[config.mk]
export PLATFORM = sky130hd
export DESIGN_NAME = rx_iq_packer
export DESIGN_NICKNAME = d
export VERILOG_FILES = /design/src/rtl/rx_pkg.sv /design/src/rtl/rx_iq_packer.sv
export SDC_FILE = /design/constraint.sdc
export NUM_CORES = 1
export LEC_CHECK = 0
export ABC_CLOCK_PERIOD_IN_PS = 3000
export CORE_ASPECT_RATIO = 0.7
export CORE_MARGIN = 3
export CORE_UTILIZATION = 25
export DETAILED_ROUTE_END_ITERATION = 7
export PLACE_DENSITY_LB_ADDON = 0.1
export SYNTH_ARGS = -nofsm -noshare
export SYNTH_HDL_FRONTEND = slang
export SYNTH_SLANG_ARGS = --single-unit
[constraint.sdc]
create_clock -name Sclk -period 3 [get_ports Sclk]
set_input_delay 0.3 -clock Sclk [delete_from_list [all_inputs] [get_ports Sclk]]
set_output_delay 0.3 -clock Sclk [all_outputs]
set_load 0.1 [all_outputs]
[src/rtl/rx_pkg.sv]
// -----------------------------------------------------------------------------
// rx_pkg
// Shared definitions for the receive-side I/Q packer: capture mode encodings,
// packer FSM state encoding, default burst length and the ADC sample
// sign-extension helper.
// -----------------------------------------------------------------------------
package rx_pkg;

    typedef enum logic [1:0] {
        MODE_IQ    = 2'd0,
        MODE_IPACK = 2'd1,
        MODE_TEST  = 2'd2,
        MODE_RSVD  = 2'd3
    } mode_e;

    typedef enum logic [1:0] {
        IDLE  = 2'd0,
        ARM   = 2'd1,
        RUN   = 2'd2,
        FLUSH = 2'd3
    } state_e;

    localparam int unsigned BURST_WORDS_DEFAULT = 16;

    // Extend a w-bit two's complement value (right-justified in v) to 16 bits
    // by replicating bit w-1 into the upper positions.
    function automatic logic [15:0] sext(input logic [15:0] v, input int unsigned w);
        logic [15:0] r;
        r = '0;
        for (int unsigned b = 0; b < 16; b++) begin
            r[b] = (b < w) ? v[b] : v[w-1];
        end
        return r;
    endfunction

endpackage

[src/rtl/rx_iq_packer.sv]
// -----------------------------------------------------------------------------
// rx_iq_packer
// Packs parallel ADC I/Q samples into 32-bit stream words for the
// stream-to-AXI bridge. Every capture session is padded with zero words so
// the session length is a whole number of BURST_WORDS-word bursts.
//
// Ports:
//   Sclk      stream clock, rising edge
//   rst       synchronous active-high reset (aborts a session, no flush)
//   en        capture enable level
//   mode      0=IQ, 1=I-only packed pairs, 2=test counter, 3=as 0
//   adc_i     I sample, IW-bit two's complement
//   adc_q     Q sample, IW-bit two's complement
//   adc_valid sample strobe
//   Sin       packed word to the bridge
//   Ien       one-cycle write strobe qualifying Sin
//   sync      one-cycle pulse at session start (ARM)
//   busy      high whenever the packer is not IDLE
//   scnt      samples accepted this session
//   wcnt      words emitted this session, pads included
// -----------------------------------------------------------------------------
module rx_iq_packer
    import rx_pkg::*;
#(
    parameter int unsigned IW          = 12,
    parameter int unsigned BURST_WORDS = BURST_WORDS_DEFAULT
) (
    input  logic          Sclk,
    input  logic          rst,
    input  logic          en,
    input  logic [1:0]    mode,
    input  logic [IW-1:0] adc_i,
    input  logic [IW-1:0] adc_q,
    input  logic          adc_valid,
    output logic [31:0]   Sin,
    output logic          Ien,
    output logic          sync,
    output logic          busy,
    output logic [31:0]   scnt,
    output logic [31:0]   wcnt
);

    localparam logic [31:0] BURST_MASK = 32'(BURST_WORDS - 1);

    state_e      state_q, state_n;
    mode_e       mode_q, mode_n;
    logic [15:0] hold_q, hold_n;
    logic        pend_q, pend_n;
    logic [31:0] sin_n, scnt_n, wcnt_n;
    logic        ien_n, sync_n, busy_n;
    logic [15:0] i16, q16;

    assign i16 = sext(16'(adc_i), IW);
    assign q16 = sext(16'(adc_q), IW);

    // All outputs are computed one cycle ahead from the next state so that
    // they leave the module straight from flops.
    always_comb begin
        state_n = state_q;
        mode_n  = mode_q;
        hold_n  = hold_q;
        pend_n  = pend_q;
        sin_n   = '0;
        ien_n   = 1'b0;
        sync_n  = 1'b0;
        scnt_n  = scnt;
        wcnt_n  = wcnt;

        unique case (state_q)
            IDLE: begin
                if (en) begin
                    state_n = ARM;
                    sync_n  = 1'b1;
                    scnt_n  = '0;
                    wcnt_n  = '0;
                    pend_n  = 1'b0;
                    hold_n  = '0;
                    mode_n  = (mode_e'(mode) == MODE_RSVD) ? MODE_IQ : mode_e'(mode);
                end
            end

            ARM: begin
                state_n = RUN;
            end

            RUN: begin
                if (!en) begin
                    state_n = FLUSH;
                end
                if (adc_valid) begin
                    scnt_n = scnt + 32'd1;
                    unique case (mode_q)
                        MODE_IPACK: begin
                            if (pend_q) begin
                                sin_n  = {i16, hold_q};
                                ien_n  = 1'b1;
                                pend_n = 1'b0;
                            end else begin
                                hold_n = i16;
                                pend_n = 1'b1;
                            end
                        end
                        MODE_TEST: begin
                            sin_n = wcnt;
                            ien_n = 1'b1;
                        end
                        default: begin
                            sin_n = {q16, i16};
                            ien_n = 1'b1;
                        end
                    endcase
                end
            end

            FLUSH: begin
                // Pending half word first, then zero pads until aligned; the
                // aligned cycle itself emits nothing and returns to IDLE.
                if (pend_q) begin
                    sin_n  = {16'h0000, hold_q};
                    ien_n  = 1'b1;
                    pend_n = 1'b0;
                end else if ((wcnt & BURST_MASK) != 32'd0) begin
                    ien_n = 1'b1;
                end else begin
                    state_n = IDLE;
                end
            end

            default: state_n = IDLE;
        endcase

        if (ien_n) begin
            wcnt_n = wcnt + 32'd1;
        end

        busy_n = (state_n != IDLE);
    end

    always_ff @(posedge Sclk) begin
        if (rst) begin
            state_q <= IDLE;
            mode_q  <= MODE_IQ;
            hold_q  <= '0;
            pend_q  <= 1'b0;
            Sin     <= '0;
            Ien     <= 1'b0;
            sync    <= 1'b0;
            busy    <= 1'b0;
            scnt    <= '0;
            wcnt    <= '0;
        end else begin
            state_q <= state_n;
            mode_q  <= mode_n;
            hold_q  <= hold_n;
            pend_q  <= pend_n;
            Sin     <= sin_n;
            Ien     <= ien_n;
            sync    <= sync_n;
            busy    <= busy_n;
            scnt    <= scnt_n;
            wcnt    <= wcnt_n;
        end
    end

endmodule
==> results.md <==
- The count of cells in the finished layout, fillers not included, comes to around 1100.
- The worst hold path terminates at sync$_SDFF_PP0_.
- The critical setup path kind is register to register.
- The fraction of synthesized cell area taken by the top area cell type is between 40% and 50%.
- The worst pin sits at a relative slew slack of 32.3%.
- The sequential-to-total area share from yosys stat is 40.4%.
- The die covers 24900 sq um.
- The library cell occupying the most area in the post-synthesis netlist is dfxtp_1.
- The wire length reported by the detailed router is just under 20000 um.
- The critical path contains buffers and inverters numbering 0 combined.
- The dominant cell by count in the synthesized netlist is dfxtp_1.
- The worst register-to-register path has a depth of 4.
- The clock tree synthesis step divided the H-tree into 4 levels.
- In this run the worst path has a maximum fanout of 11.
- The number of vias per cell after detailed routing is approximately 5.1.
- The start point of the worst min-delay path is rst.
- Detailed placement ended at an HPWL of ~14000 um.
- Once the clock tree was built, the resizer swapped 0 gates to a different size.
- STA classifies the critical path endpoint as a register.
- In this run the mean area of a mapped cell was approximately 8.9 sq um.
- Routability-driven placement finished with a final weighted congestion of about 0.76.
- The number of hold-slack violations in the final timing report was 0.
- The DRC violation count after routing is 0.
- The tightest min-delay check is of the primary input to register type.
- The post-cts hold buffer count is 0.
- Entering global routing, the biggest net connects 39 pins.
- The peak supply drop is slightly below 400 uV.
- The count of endpoints failing setup in the final report is 0.
- The net count of the finished layout is 789.
- The count of cell types in the netlist is 63.
- The critical-path cell with the highest stage delay is or4_4.
- The clock reaches the later pin of the worst-skew pair after just over 0.4 ns.
- The number of maximum-capacitance violations is 0.
- The die is ~130 um tall.
- The minimum setup slack among reg-to-reg paths is ~0.62 ns.
- The number of optimization iterations in the first detailed-route pass is 5.
- The flow ran to the end, and the final reports show no timing, DRC or antenna violations.
- The total setup buffers inserted after CTS is 0.
- The clock period minus worst slack is 2.38 ns.
- The family with the most delay on the worst path is simple AND/OR/NAND/NOR gates.
- The leakage power is roughly 2.7 nW.
- The initialized floorplan defines 45 standard-cell rows.
- The total count of max-transition violations in the final report is 0.
- In this run the tool buffered the top-level ports with 128 buffer cells.
- The startpoint of the worst register-to-register path is wcnt[2]$_SDFFE_PP0P_.
- The clock arrives with around 0.0076 ns of skew.
- Counting flops with a built-in enable in the synthesized netlist gives 0.
- Among all flip-flop cells after synthesis, the most frequent one is dfxtp_1.
- After clock tree synthesis, the clock-pin slew on the worst setup and hold paths is 0.05 ns.
- For this configuration, the core starts out at a cell density of between 20% and 30%.
- Setup repair after global routing left no endpoint under its margin.
- The via count is ~5400.
- Counting along the longest clock path gives a buffer depth of 2.
- The post-synthesis cell area is approximately 5700 sq um.
- In this run the clock root is driven by a clkbuf_16.
- The number of placed instances, taps included is 1039.
- The global-route wire length before repair is about 30000 um.
- In the synthesized netlist, the cells that appear most often are dfxtp_1 (116), nand2_1 (61), nor2_1 (56), clkbuf_1 (33), a21oi_1 (32).
- The via count of the first global-routing pass is between 5000 and 6000.
- The net count of the mapped netlist is about 680.
- Traced cell by cell, the critical path runs through nand4_4 -> or4_4 -> nor4_1 -> mux2_2.
- Summed over all layers, the global routing overflow is 0.
- For this design the top-level I/O count stands at ~130.
- The endpoint identified for the worst register-to-register timing path is wcnt[25]$_SDFFE_PP0P_.
- The x dimension of the die is between 150 and 200 um.
- TritonCTS built the clock tree.
- At the worst endpoint, the required time is around 3.3 ns.
- The top achievable clock speed is between 0.4 and 0.5 GHz.
- The slew at the pin with the worst max-slew slack is roughly 1.0 ns.
- The area growth from synthesis to layout is 32.7%.
- The DRC violation total after the first TritonRoute iteration is 395.
- The initial antenna violation count is 0.
- The final setup TNS is 0 ns.
- Synthesis produced a netlist whose cell count is between 600 and 700.
- After layout, the worst path uses between 70% and 80% of the clock period.
- The clock drives roughly 120 sinks.
- The number of instances on the worst hold path is 2.
- The largest incremental delay on the critical path is 0.71 ns.
- Of all flip-flops after synthesis, the portion carrying an async set or reset was 0%.
- The total power divided by cell area is approximately 520 nW/um^2.
- The total routing resource utilization after global routing is approximately 15%.
- Counting flops and latches in the post-synthesis netlist gives 116.
- The region available for standard cell placement spans 22100 sq um.
- After detailed routing, the average wire length per cell comes to ~18 um.
- The warning count from the yosys run is 0.
- The element type at the critical path start is a register.
- The number of clock buffers added by TritonCTS is 17.
- For the worst setup path, the data arrival time is between 2 and 3 ns.
- Yosys attributes the largest share of cell area to dfxtp_1 (40%), nand2_1 (4.0%), nor2_1 (3.7%), a21oi_1 (2.8%), mux2i_1 (2.6%).
- The depth of the critical timing path with buffers and inverters included is 4.
- The fraction of final layout cells with drive strength greater than 1 is ~22%.
- The post-detailed-route count of antenna-violating nets is 0.
layer usage:
layer / vias up / wire length [um] / global-route usage [%]
met1: 2661 / 9640 / 21.4
met2: 147 / 8300 / 23.3
met5: - / 0 / 0
met3: 14 / 1130 / 4.45
met4: 0 / 177 / 3.73
li1: 2609 / - / -
final cells by class:
cell class / instances / area (sq um)
sequential: 116 / 2320
tap: 305 / 382
fill: 2321 / 14500
antenna: 1 / 2.50
clock inverter: 5 / 75.1
multi-input combinational: 459 / 3110
inverter: 16 / 60.1
clock buffer: 24 / 492
timing repair buffer: 143 / 1180
flip-flops by register name, indices dropped and copies added, names as in the netlist:
name,flops
Ien,1
Sin,32
busy,1
hold_q,12
mode_q,2
pend_q,1
scnt,32
state_q,2
sync,1
wcnt,32
worst max path at each step:
stage,from,end,slack [ns]
after CTS,wcnt[0]$_SDFFE_PP0P_,wcnt[20]$_SDFFE_PP0P_,0.58
final,wcnt[2]$_SDFFE_PP0P_,wcnt[25]$_SDFFE_PP0P_,0.62
after floorplan,wcnt[0]$_SDFFE_PP0P_,wcnt[16]$_SDFFE_PP0P_,0.13
after global routing,state_q[1]$_SDFF_PP0_,scnt[12]$_SDFFE_PP0P_,0.41
after detailed placement,adc_valid,scnt[16]$_SDFFE_PP0P_,0.49
after global placement,adc_valid,wcnt[9]$_SDFFE_PP0P_,0.57
cell families after synthesis:
family | Yosys count | synth area share, %
AO/OA/AOI/OAI | 128 | 17.3
XOR/XNOR | 9 | 1.37
adder cells (fa/ha/maj) | 6 | 1.31
buffers and inverters | 68 | 5.49
flip-flops | 116 | 40.4
multiplexers | 27 | 4.97
AND/OR/NAND/NOR | 289 | 29.1
layout by cell type (no fill, tap or decap), drive strengths merged, types with 13 or more instances in the layout:
cell / count
clkdlybuf4s50: 42
nand2: 62
mux2i: 15
nor3b: 14
nor2: 56
a21oi: 32
a22oi: 13
or4: 13
inv: 16
nand3: 17
buf: 101
nor3: 17
nand2b: 17
dfxtp: 116
nor4: 15
or3: 16
clkbuf: 24
metrics by stage:
step / hold slack (ns) / setup slack (ns) / utilization (%) / instance area, sq um / power [W]
final: 0.450 / 0.618 / 34.4 / 7620 / 0.00397
after CTS: 0.447 / 0.575 / 34.4 / 7620 / 0.00402
after global placement: 0.463 / 0.573 / 31.9 / 7050 / 0.00200
after detailed placement: 0.472 / 0.491 / 31.9 / 7050 / 0.00200
after global routing: 0.481 / 0.408 / 34.4 / 7620 / 0.00412
after floorplan: 0.448 / 0.132 / - / 5740 / 0.00187
power breakdown:
part	switching, W	internal, W	total, W
Sequential	0.0000188	0.00156	0.00158
Clock	0.000706	0.00129	0.00200
Combinational	0.000265	0.000131	0.000396
Power figures use the tool's default switching activity.
